--- config.mk ---
export PLATFORM = sky130hd
export DESIGN_NAME = bin2bcd_seq
export DESIGN_NICKNAME = d
export VERILOG_FILES = /design/src/rtl/disp_pkg.sv /design/src/rtl/bcd_add3.sv /design/src/rtl/bin2bcd_seq.sv
export SDC_FILE = /design/constraint.sdc
export NUM_CORES = 1
export LEC_CHECK = 0
export BUFFER_PORTS_ARGS = -buffer_cell sky130_fd_sc_hd__buf_2
export CORE_UTILIZATION = 61
export CTS_CLUSTER_SIZE = 28
export DETAILED_ROUTE_END_ITERATION = 16
export HOLD_SLACK_MARGIN = 0.03
export PLACE_DENSITY = 0.89
export SKIP_CTS_REPAIR_TIMING = 1
export SYNTH_ARGS = -nofsm -noshare
export SYNTH_HDL_FRONTEND = slang
export SYNTH_SLANG_ARGS = --single-unit
--- constraint.sdc ---
create_clock -name clk -period 3.7 [get_ports clk]
set_input_delay 0.925 -clock clk [delete_from_list [all_inputs] [get_ports clk]]
set_output_delay 0.925 -clock clk [all_outputs]
set_load 0.02 [all_outputs]
--- src/rtl/disp_pkg.sv ---
// disp_pkg: shared FSM encoding and BCD adjust constants for the display path
package disp_pkg;
  typedef enum logic [1:0] {IDLE, SHIFT, DONE} state_t;
  localparam int BCD_DIGIT_W = 4;
  localparam int BCD_ADJ_THRESH = 5;
  localparam int BCD_ADJ_ADD = 3;
endpackage

--- src/rtl/bcd_add3.sv ---
// bcd_add3: per-digit shift-add-3 adjust
module bcd_add3
  import disp_pkg::*;
(
  input  logic [BCD_DIGIT_W-1:0] d,
  output logic [BCD_DIGIT_W-1:0] q
);
  assign q = d >= BCD_DIGIT_W'(BCD_ADJ_THRESH) ? d + BCD_DIGIT_W'(BCD_ADJ_ADD) : d;
endmodule

--- src/rtl/bin2bcd_seq.sv ---
// bin2bcd_seq: sequential shift-add-3 binary to BCD converter, one bit per clock
// Define LEADING_ZERO_BLANK_EN to drive the leading-zero blank mask; otherwise blank stays zero.
module bin2bcd_seq
  import disp_pkg::*;
#(
  parameter int WIDTH  = 16,
  parameter int DIGITS = 5
) (
  input  logic                          clk,
  input  logic                          rst_n,
  input  logic                          start,
  input  logic [WIDTH-1:0]              bin,
  output logic                          busy,
  output logic                          done,
  output logic [BCD_DIGIT_W*DIGITS-1:0] bcd,
  output logic [DIGITS-1:0]             blank
);
  localparam int BW = BCD_DIGIT_W * DIGITS;
  localparam int CW = $clog2(WIDTH + 1);
`ifdef LEADING_ZERO_BLANK_EN
  localparam logic [DIGITS-1:0] BLANK_RST = ~DIGITS'(1);
`else
  localparam logic [DIGITS-1:0] BLANK_RST = '0;
`endif
  if (64'd10 ** DIGITS <= (64'd1 << WIDTH) - 64'd1) begin : g_bad_digits
    $error("bin2bcd_seq: DIGITS too small to hold 2**WIDTH-1");
  end
  state_t           state;
  logic [CW-1:0]    cnt;
  logic [BW-1:0]    work_bcd, adj_bcd, nxt_bcd;
  logic [WIDTH-1:0] work_bin, nxt_bin;
  logic [DIGITS-1:0] nxt_blank;
  for (genvar i = 0; i < DIGITS; i++) begin : g_adj
    bcd_add3 u_add3 (
      .d(work_bcd[i*BCD_DIGIT_W +: BCD_DIGIT_W]),
      .q(adj_bcd[i*BCD_DIGIT_W +: BCD_DIGIT_W])
    );
  end
  assign {nxt_bcd, nxt_bin} = {adj_bcd, work_bin} << 1;
`ifdef LEADING_ZERO_BLANK_EN
  // running AND of "this and every higher digit is zero"; units digit never blanks
  always_comb begin
    logic z;
    z = 1'b1;
    nxt_blank = '0;
    for (int i = DIGITS - 1; i >= 1; i--) begin
      z = z && (nxt_bcd[i*BCD_DIGIT_W +: BCD_DIGIT_W] == '0);
      nxt_blank[i] = z;
    end
  end
`else
  assign nxt_blank = '0;
`endif
  always_ff @(posedge clk or negedge rst_n) begin
    if (!rst_n) begin
      state    <= IDLE;
      cnt      <= '0;
      work_bcd <= '0;
      work_bin <= '0;
      busy     <= 1'b0;
      done     <= 1'b0;
      bcd      <= '0;
      blank    <= BLANK_RST;
    end else begin
      case (state)
        IDLE: if (start) begin
          work_bcd <= '0;
          work_bin <= bin;
          cnt      <= '0;
          busy     <= 1'b1;
          state    <= SHIFT;
        end
        SHIFT: begin
          work_bcd <= nxt_bcd;
          work_bin <= nxt_bin;
          cnt      <= cnt + 1'b1;
          if (cnt == CW'(WIDTH - 1)) begin
            bcd   <= nxt_bcd;
            blank <= nxt_blank;
            done  <= 1'b1;
            state <= DONE;
          end
        end
        DONE: begin
          done  <= 1'b0;
          busy  <= 1'b0;
          state <= IDLE;
        end
        default: state <= IDLE;
      endcase
    end
  end
endmodule
==> load_flow_metrics.sql <==
INSERT INTO impl_metrics (metric_group, metric, value, unit) VALUES
('floorplan', 'io_pins', '46', ''),
('cells_and_area', 'fillerInstances', '385', ''),
('sta', 'finalCriticalPeriod', '2270', 'ps'),
('worst_setup_path', 'cell_with_the_largest_stage_delay_on_the_worst_path', 'sky130_fd_sc_hd__and2b_1', ''),
('min_path', 'hold_path_startpoint', 'bcd[7]$_DFFE_PN0P_', ''),
('floorplan', 'die-area', '0.00540', 'mm^2'),
('routing', 'avgViaCountPerCell', '5.57', ''),
('worst_setup_path', 'timing.rr.end', 'bcd[5]$_DFFE_PN0P_', ''),
('cells_and_area', 'antenna_cells', '0', ''),
('routing', 'antenna_violating_nets_post_route', '0', ''),
('placement', 'rd_place_congestion', '0.748', ''),
('global_route', 'grt.overflow.total', '0', ''),
('synth', 'synth_compound_gate_area_share', '13.5', '%'),
('power_and_ir_drop', 'pwr-share-clk', '16.6', '%'),
('synth', 'synth_top_family_by_area', 'compound AO/OA/AOI/OAI gates', ''),
('flow_run', 'maxCapViolCount', '0', ''),
('cts', 'clkTransAtPathRegs', '70', 'ps'),
('synth', 'parity_gate_share_of_the_synthesized_area_counting_xor_and_xnor_cells', '1.40', '%'),
('synth', 'post-synth-top-count-cell', 'sky130_fd_sc_hd__dfrtp_1', ''),
('worst_setup_path', 'critPathTopFamily', 'simple AND/OR/NAND/NOR gates', ''),
('worst_setup_path', 'cp-startpoint', 'state[1]$_DFFE_PN0P_', ''),
('global_route', 'grt_antenna_before_repair', '0', ''),
('global_route', 'first_global_vias', '2153', ''),
('power_and_ir_drop', 'sw_power', '1.33', 'mW'),
('floorplan', 'die_w', '73.5', 'um'),
('cts', 'clk_latency', '340', 'ps'),
('synth', 'synth-async-reset-ratio', '100', '%'),
('min_path', 'hp-class', 'flop to flop', ''),
('sta', 'rsz0062_at_grt', 'false', ''),
('synth', 'ys_seq_area_share', '52.1', '%'),
('worst_setup_path', 'crit_path_start_kind', 'flop', ''),
('worst_setup_path', 'sequence_of_cells_on_the_critical_path', 'and2b_1 > nand2_1 > inv_2 > mux2_2', ''),
('floorplan', 'start_util', '64.8', '%'),
('power_and_ir_drop', 'total_leakage_power', '1.61', 'nW'),
('cells_and_area', 'syn2layout_area_growth', '11.4', '%'),
('global_route', 'groute.usage.overall', '24.5', '%'),
('sta', 'hold_viol', '0', ''),
('worst_setup_path', 'critPathMaxStageDelay', '720', 'ps'),
('worst_setup_path', 'cp.arrival', '2490', 'ps'),
('worst_setup_path', 'crit_buf_inv', '1', ''),
('worst_setup_path', 'reg2reg_from', 'state[1]$_DFFE_PN0P_', ''),
('power_and_ir_drop', 'internal_power', '1.82', 'mW'),
('placement', 'dp_slack', '1330', 'ps'),
('sta', 'setup-tns-final', '0', 'ps'),
('worst_setup_path', 'critical_path.endpoint_type', 'flop', ''),
('synth', 'synthFlopType', 'sky130_fd_sc_hd__dfrtp_1', ''),
('sta', 'fin_crit_sh', '61.3', '%'),
('synth', 'yosys-top-cells-area', 'sky130_fd_sc_hd__dfrtp_1 52%, sky130_fd_sc_hd__nand2_1 6.4%, sky130_fd_sc_hd__o21ai_0 5.6%', ''),
('cts', 'root_buffer_cell', 'sky130_fd_sc_hd__clkbuf_8', ''),
('cts', 'clock_path_buffers', '2', ''),
('floorplan', 'coreArea', '0.00482', 'mm^2'),
('synth', 'syn_area_per_cell', '10.2', 'um^2'),
('worst_setup_path', 'crit_type', 'flop to flop', ''),
('sta', 'report.final.setup_viol', '0', ''),
('cts', 'cts_sinks', '65', ''),
('cells_and_area', 'nets', '376', ''),
('routing', 'wl', '5980', 'um'),
('synth', 'yosysWarningCount', '0', ''),
('cts', 'cts-htree-levels', '3', ''),
('placement', 'port-buffer-count', '40', ''),
('sta', 'finalHoldWorstSlack', '474', 'ps'),
('power_and_ir_drop', 'powerDensity', '906', 'mW/mm^2'),
('sta', 'clock.fmax', '441', 'MHz'),
('synth', 'yosys.area_share.simple', '13.3', '%'),
('sta', 'worst_skew', '7.06', 'ps'),
('outcome', 'outcome', 'complete, no violations', ''),
('placement', 'dp.final_hpwl', '3860', 'um'),
('worst_setup_path', 'critical_path.max_fanout', '23', ''),
('cts', 'cts_buffers', '9', ''),
('sta', 'drv_slew', '0', ''),
('routing', 'drt-pass1-iter-count', '4', '');
[registers in the layout (all words and copies together) (netlist names)]
register / cells
bcd: 20
work_bcd: 20
work_bin: 16
cnt: 5
state: 2
busy: 1
done: 1
[power groups by stage]
stage / clock network, mW / registers (mW) / logic [mW]
2_1_floorplan: 0 / 1.32 / 0.980
3_3_place_gp: 0 / 1.23 / 1.31
3_5_place_dp: 0 / 1.24 / 1.38
4_1_cts: 0.524 / 1.23 / 1.39
5_1_grt: 0.556 / 1.28 / 1.55
6_report: 0.521 / 1.24 / 1.39
[cells in the final DEF (no fill, tap or decap)]
master and n:
sky130_fd_sc_hd__nand3_1 5, sky130_fd_sc_hd__mux2_1 1, sky130_fd_sc_hd__a22o_1 5, sky130_fd_sc_hd__o21bai_1 1, sky130_fd_sc_hd__xnor2_1 5, sky130_fd_sc_hd__inv_1 12
sky130_fd_sc_hd__inv_2 1, sky130_fd_sc_hd__mux2_2 10, sky130_fd_sc_hd__o21ai_0 35, sky130_fd_sc_hd__clkinvlp_4 1, sky130_fd_sc_hd__o31ai_1 1, sky130_fd_sc_hd__nand3b_1 1
sky130_fd_sc_hd__nand4_1 1, sky130_fd_sc_hd__conb_1 5, sky130_fd_sc_hd__clkbuf_8 10, sky130_fd_sc_hd__clkinv_2 2, sky130_fd_sc_hd__mux2i_1 15, sky130_fd_sc_hd__buf_2 40
sky130_fd_sc_hd__and3_1 1, sky130_fd_sc_hd__dfrtp_1 65, sky130_fd_sc_hd__nor2_1 1, sky130_fd_sc_hd__nor2_4 1, sky130_fd_sc_hd__o21ai_1 19, sky130_fd_sc_hd__ha_1 12
sky130_fd_sc_hd__nor3_1 5, sky130_fd_sc_hd__nor3b_4 1, sky130_fd_sc_hd__nand2b_1 6, sky130_fd_sc_hd__nor3b_1 9, sky130_fd_sc_hd__a21oi_1 17, sky130_fd_sc_hd__nand2_1 53
sky130_fd_sc_hd__o22ai_1 1, sky130_fd_sc_hd__clkbuf_1 2, sky130_fd_sc_hd__buf_4 4, sky130_fd_sc_hd__and2b_1 1
[cell type report]
| type | count | area, um^2 | share of cell area [%] |
|---|---|---|---|
| clock buffers | 12 | 145 | 4.18 |
| clock inverters | 3 | 17.5 | 0.504 |
| inverters | 13 | 48.8 | 1.40 |
| multi-input cells | 212 | 1320 | 38.1 |
| flip-flops and latches | 65 | 1630 | 46.8 |
| well taps | 67 | 83.8 | 2.41 |
| repair buffers | 44 | 230 | 6.63 |
[worst min path at each step]
stage / endpoint / slack (ps) / cells past startpoint
2_1_floorplan: work_bin[2]$_DFFE_PN0P_ / 450 / 2
3_3_place_gp: bcd[11]$_DFFE_PN0P_ / 460 / 2
3_5_place_dp: bcd[7]$_DFFE_PN0P_ / 470 / 2
4_1_cts: bcd[12]$_DFFE_PN0P_ / 480 / 2
5_1_grt: bcd[8]$_DFFE_PN0P_ / 510 / 2
6_report: bcd[7]$_DFFE_PN0P_ / 470 / 2
[cells by family (layout without fill, tap and decap cells)]
| group | Yosys count | in the layout |
|---|---|---|
| XOR/XNOR | 5 | 5 |
| flip-flops | 65 | 65 |
| multiplexers | 26 | 26 |
| AND/OR/NAND/NOR | 85 | 85 |
| buffers and inverters | 32 | 72 |
| AO/OA/AOI/OAI | 79 | 79 |
| adder cells (fa/ha/maj) | 12 | 12 |
| other | 1 | 5 |
[tightest hold or removal path: stages, from the launching register on]
cell                      delay (ps)
sky130_fd_sc_hd__dfrtp_1         340
sky130_fd_sc_hd__nand2_1          40
sky130_fd_sc_hd__o21ai_0          60
[layer usage]
metal	GRT usage (%)	vias to the layer above	part of all wire [%]
li1	-	1116	-
met1	31.9	1125	46
met2	38.5	67	47
met3	5.08	11	4.8
met4	13.5	0	1.9
met5	0	-	0
[stage by stage]
step | cells | utilization, % | power [mW] | area, um^2
3_5_place_dp | 401 | 68.8 | 2.62 | 3310
5_1_grt | 416 | 72.1 | 3.39 | 3470
3_3_place_gp | 401 | 68.8 | 2.54 | 3310
6_report | 416 | 72.1 | 3.15 | 3470
4_1_cts | 416 | 72.1 | 3.15 | 3470
2_1_floorplan | 309 | - | 2.30 | 3130
Note: power is estimated with default switching activity, not from simulation.
